==> src/rtl/mem_wb_skid_reg.sv <==
// MEM->WB pipeline boundary: load extraction, result select, 2-entry skid buffer with flush.
// Optional retire counter output enabled by defining MEM_WB_RETIRE_CNT_EN.
module mem_wb_skid_reg #(
  parameter int unsigned XLEN   = 32,
  parameter int unsigned REG_AW = 5,
  parameter int unsigned CNT_W  = 64
) (
  input  logic              clk,
  input  logic              rst_n,
  input  logic              valid_M,
  output logic              ready_M,
  input  logic              flush_W,
  input  logic [XLEN-1:0]   ALU_result_M,
  input  logic [XLEN-1:0]   pc_plus4_M,
  input  logic [XLEN-1:0]   data_memory_RD_M,
  input  logic [REG_AW-1:0] register_file_WA_M,
  input  logic              ctrl_register_file_WE_M,
  input  logic [1:0]        ctrl_result_M,
  input  logic [2:0]        ctrl_load_funct3_M,
  input  logic              ready_W,
  output logic              valid_W,
  output logic [XLEN-1:0]   result_W,
  output logic [REG_AW-1:0] register_file_WA_W,
  output logic              ctrl_register_file_WE_W
`ifdef MEM_WB_RETIRE_CNT_EN
  ,
  output logic [CNT_W-1:0]  retire_count
`endif
);

  logic [7:0]        w_byte;
  logic [15:0]       w_half;
  logic [XLEN-1:0]   w_load;
  logic [XLEN-1:0]   w_result;
  logic              w_accept;

  logic              r_main_valid, w_main_valid;
  logic [XLEN-1:0]   r_main_result, w_main_result;
  logic [REG_AW-1:0] r_main_wa, w_main_wa;
  logic              r_main_we, w_main_we;
  logic              r_skid_valid, w_skid_valid;
  logic [XLEN-1:0]   r_skid_result, w_skid_result;
  logic [REG_AW-1:0] r_skid_wa, w_skid_wa;
  logic              r_skid_we, w_skid_we;

  always_comb begin
    w_byte = data_memory_RD_M[{ALU_result_M[1:0], 3'b000} +: 8];
    w_half = data_memory_RD_M[{ALU_result_M[1], 4'b0000} +: 16];
    case (ctrl_load_funct3_M)
      3'b000:  w_load = {{(XLEN-8){w_byte[7]}}, w_byte};
      3'b100:  w_load = {{(XLEN-8){1'b0}}, w_byte};
      3'b001:  w_load = {{(XLEN-16){w_half[15]}}, w_half};
      3'b101:  w_load = {{(XLEN-16){1'b0}}, w_half};
      default: w_load = data_memory_RD_M;
    endcase
    case (ctrl_result_M)
      2'b01:   w_result = w_load;
      2'b10:   w_result = pc_plus4_M;
      default: w_result = ALU_result_M;
    endcase
  end

  // ready_M depends only on the skid register, never on ready_W.
  assign ready_M  = rst_n & ~r_skid_valid;
  assign w_accept = valid_M & ready_M;

  always_comb begin
    w_main_valid  = r_main_valid;
    w_main_result = r_main_result;
    w_main_wa     = r_main_wa;
    w_main_we     = r_main_we;
    w_skid_valid  = r_skid_valid;
    w_skid_result = r_skid_result;
    w_skid_wa     = r_skid_wa;
    w_skid_we     = r_skid_we;
    if (r_skid_valid) begin
      if (ready_W) begin
        w_main_valid  = 1'b1;
        w_main_result = r_skid_result;
        w_main_wa     = r_skid_wa;
        w_main_we     = r_skid_we;
        w_skid_valid  = 1'b0;
      end
    end else if (!r_main_valid || ready_W) begin
      w_main_valid = w_accept;
      if (w_accept) begin
        w_main_result = w_result;
        w_main_wa     = register_file_WA_M;
        w_main_we     = ctrl_register_file_WE_M;
      end
    end else if (w_accept) begin
      w_skid_valid  = 1'b1;
      w_skid_result = w_result;
      w_skid_wa     = register_file_WA_M;
      w_skid_we     = ctrl_register_file_WE_M;
    end
    if (flush_W) begin
      w_main_valid = 1'b0;
      w_skid_valid = 1'b0;
    end
  end

  always_ff @(posedge clk) begin
    if (!rst_n) begin
      r_main_valid  <= 1'b0;
      r_main_result <= '0;
      r_main_wa     <= '0;
      r_main_we     <= 1'b0;
      r_skid_valid  <= 1'b0;
      r_skid_result <= '0;
      r_skid_wa     <= '0;
      r_skid_we     <= 1'b0;
    end else begin
      r_main_valid  <= w_main_valid;
      r_main_result <= w_main_result;
      r_main_wa     <= w_main_wa;
      r_main_we     <= w_main_we;
      r_skid_valid  <= w_skid_valid;
      r_skid_result <= w_skid_result;
      r_skid_wa     <= w_skid_wa;
      r_skid_we     <= w_skid_we;
    end
  end

  assign valid_W                 = r_main_valid;
  assign result_W                = r_main_result;
  assign register_file_WA_W      = r_main_wa;
  assign ctrl_register_file_WE_W = r_main_we & r_main_valid;

`ifdef MEM_WB_RETIRE_CNT_EN
  logic [CNT_W-1:0] r_retire_cnt;

  always_ff @(posedge clk) begin
    if (!rst_n) begin
      r_retire_cnt <= '0;
    end else if (valid_W & ready_W & ~flush_W) begin
      r_retire_cnt <= r_retire_cnt + {{(CNT_W-1){1'b0}}, 1'b1};
    end
  end

  assign retire_count = r_retire_cnt;
`endif

endmodule

==> config.mk <==
export PLATFORM = sky130hd
export DESIGN_NAME = mem_wb_skid_reg
export DESIGN_NICKNAME = d
export VERILOG_FILES = /design/src/rtl/mem_wb_skid_reg.sv
export SDC_FILE = /design/constraint.sdc
export NUM_CORES = 1
export LEC_CHECK = 0
export BUFFER_PORTS_ARGS = -buffer_cell sky130_fd_sc_hd__buf_2
export CAP_MARGIN = 40
export CORE_MARGIN = 5
export CORE_UTILIZATION = 51
export DETAILED_ROUTE_END_ITERATION = 7
export PLACE_DENSITY = 0.81
export SYNTH_ARGS = -nofsm -noshare
export SYNTH_HDL_FRONTEND = slang
export SYNTH_SLANG_ARGS = --single-unit
==> constraint.sdc <==
create_clock -name clk -period 1.7 [get_ports clk]
set_input_delay 0.085 -clock clk [delete_from_list [all_inputs] [get_ports clk]]
set_output_delay 0.085 -clock clk [all_outputs]
set_load 0.01 [all_outputs]
==> flow_summary.toml <==
[status]
status = "finished, final reports clean"

[logic_synthesis]
syn_inst = 609
syn_area_um2 = 4672
syn_area_per_cell_um2 = 7.672
synth_top_family_by_area = "compound AO/OA/AOI/OAI gates"
synth_top_area_cell = "dfxtp_1"
synthMuxAreaShare = 0.04124
synthFlopType = "dfxtp_1"
synthSimpleGateAreaFrac = 0.2134
synth_compound_area_frac = 0.3428
ys_ff_latch = 78
syn-num-nets = 723
synth_top_area_share = 0.3342
synthArstFlopShare = 0
yosys-top-cells-area = "dfxtp_1, a21oi_1, o21ai_0, o22ai_1, nand2_1"
ys_warn_count = 0
synthAdderAreaFrac = 0.005356
synth_cell_types = 43
synth-edff-count = 0
synthXorXnorAreaFrac = 0
yosysSeqAreaShare = 0.3342

[cts]
clkTransAtPathRegs_ns = 0.09
worstSkewPairLatency_ns = 0.35
cts-root-buf = "clkbuf_8"
numCtsBuffers = 9
clock_path_buffers = 2
tritoncts = "done"
ctsHtreeMaxLevel = 3
postCtsSetupBuffers = 0
numClockSinks = 78

[floorplanning]
io_pins = 152
core_area_um2 = 9065
rows = 35
die_x_um = 105.7
initial_core_util = 0.5154
dieArea_um2 = 11170
die_h_um = 105.7

[detailed_routing]
first_pass_iters = 5
drc = 0
vias = 5604
ant_nets = 0
viasPerCell = 6.412
wire_per_inst_um = 20.41
wl_mm = 17.84
drt_iter0_drc = 569

[worst_setup_path]
critical_path.endpoint_type = "primary output"
slowest_delay_ns = 0.44
crit_required_ns = 1.62
cpMaxStageDelayCell = "dfxtp_1"
critical_path_class = "flip-flop to primary output"
cp-start-kind = "flip-flop"
crit_arrival_ns = 1.55
path_max_fanout = 31
crit_chain = "buf_6 > nor2_1 > buf_4 > buf_2"

[sta]
slew_violations = 0
hold_viol = 0
tightestPinTransition_ns = 0.8681
min_period_ns = 1.636
rsz0062_at_grt = "false"
finalCritPeriodShare = 0.9626
max_freq_ghz = 0.6111
setup_viol = 0
maxSlewHeadroom = 0.4213
clock_skew_ns = 0.007545
holdWs_ns = 0.04466
fin_setup_tns_ns = 0

[global_routing]
antenna_found_initial = 0
grt_pass1_wl_mm = 27.68
grtUsageTotal = 0.3069
grt_max_degree = 42
grt_overflow = 0
grt_pass1_vias = 5500

[hold_path]
min_path_type = "primary input to flip-flop"

[cells_and_area]
area_growth_pct = 27.16
layout.nets = 872
layout-drive-gt1-share = 0.2805
diodes = 0
final_area_um2 = 5941
fillCellCount = 801

[placed_design]
gp_congestion = 1.036
port-buffer-count = 151
post_dp_cell_area_um2 = 5658
place_hpwl_mm = 12.86

[power_and_ir_drop]
leakage_nw = 2.543
power_density_nw_per_um2 = 780.8
power_mw = 4.639
ir_drop_mv = 0.4281

[run]
max_cap_viol_count = 0
[report_power, final]
| group | total, mW | switching, mW | internal, mW |
|---|---|---|---|
| Combinational | 1.13 | 0.655 | 0.473 |
| Clock | 1.53 | 0.757 | 0.773 |
| Sequential | 1.98 | 0.0632 | 1.92 |
| Total | 4.64 | 1.48 | 3.16 |
[area by class of cell]
type                    count  area, µm²  area share
inverters                  12      45.04    0.007582
repair buffers            194       1160      0.1952
flip-flops and latches     78       1562      0.2628
well taps                 111      138.9     0.02338
multi-input cells         463       2820      0.4747
clock buffers              11      151.4     0.02548
clock inverters             5      63.81     0.01074
[cell families (layout without fill, tap and decap cells)]
kind of cell               Yosys count  after routing
and+or+nand+nor                    193            193
buffers and inverters               68            222
muxes                               18             18
adders and majority gates            2              2
DFF                                 78             78
AOI/OAI and AO/OA                  250            250
[cell usage after synthesis, types with 11 or more instances]
| cell type | instances |
|---|---|
| mux2i_1 | 17 |
| a211oi_1 | 11 |
| and3_1 | 18 |
| nand3_1 | 18 |
| dfxtp_1 | 78 |
| o22ai_1 | 34 |
| a22o_1 | 15 |
| nor2_1 | 32 |
| o2111ai_1 | 16 |
| inv_1 | 11 |
| o21ai_0 | 52 |
| buf_2 | 22 |
| a21oi_1 | 70 |
| clkbuf_1 | 28 |
| nor2b_1 | 21 |
| nand2_1 | 53 |
| nand2b_1 | 22 |
[flip-flops by register name, summed over array words and instances (netlist names)]
register and count:
valid_W 1, r_skid_valid 1, r_main_we 1, r_skid_we 1, r_skid_result 32, r_skid_wa 5, register_file_WA_W 5, result_W 32
[layer usage]
layer | up-vias | global-route usage | wire length, µm
met3 | 71 | 0.07348 | 2058
met1 | 2558 | 0.3841 | 6720
li1 | 2567 | - | -
met4 | 0 | 0.1434 | 727
met2 | 408 | 0.4973 | 8335
met5 | - | 0 | 0
[metrics by stage]
step | util | setup slack [ns] | std cells
2_1_floorplan | - | 0.1943 | 609
3_3_place_gp | 0.6242 | 0.07257 | 852
3_5_place_dp | 0.6242 | 0.002528 | 852
4_1_cts | 0.6545 | 0.002482 | 874
5_1_grt | 0.6553 | 0.0009364 | 874
6_report | 0.6553 | 0.06366 | 874
[worst max-delay path: cells and delay by family, from the launching register on]
| kind | cells | cell delay [ns] |
|---|---|---|
| simple gates | 1 | 0.08 |
| flops | 1 | 0.44 |
| buf+inv | 3 | 0.66 |
[worst paths after layout]
check | end | slack, ns | depth (start not counted) | start
setup / recovery | ready_M | 0.06 | 4 | r_skid_valid
hold / removal | valid_W | 0.04 | 3 | flush_W
setup reg to reg | result_W[13] | 0.07 | 4 | r_skid_valid
hold reg to reg | r_skid_result[16] | 0.46 | 2 | r_skid_result[16]
[timing repair]
item / in CTS / in global routing
hold buffers: 6 / 0
gates resized for setup: 0 / 3
setup endpoints to repair: 0 / 9
endpoints found under the hold margin: 6 / 0
[cells in the final DEF (no fill, tap or decap), types with 9 or more instances in the layout]
master / n
buf_2: 151
dfxtp_1: 78
a21oi_1: 70
nand2_1: 52
o21ai_0: 52
o22ai_1: 34
nor2_1: 32
buf_4: 31
nand2b_1: 22
nor2b_1: 21
and3_1: 18
nand3_1: 18
mux2i_1: 17
o2111ai_1: 16
a22o_1: 15
inv_1: 11
a211oi_1: 11
clkbuf_8: 11
o221ai_1: 9
nor3_1: 9
Power figures use the tool's default switching activity.
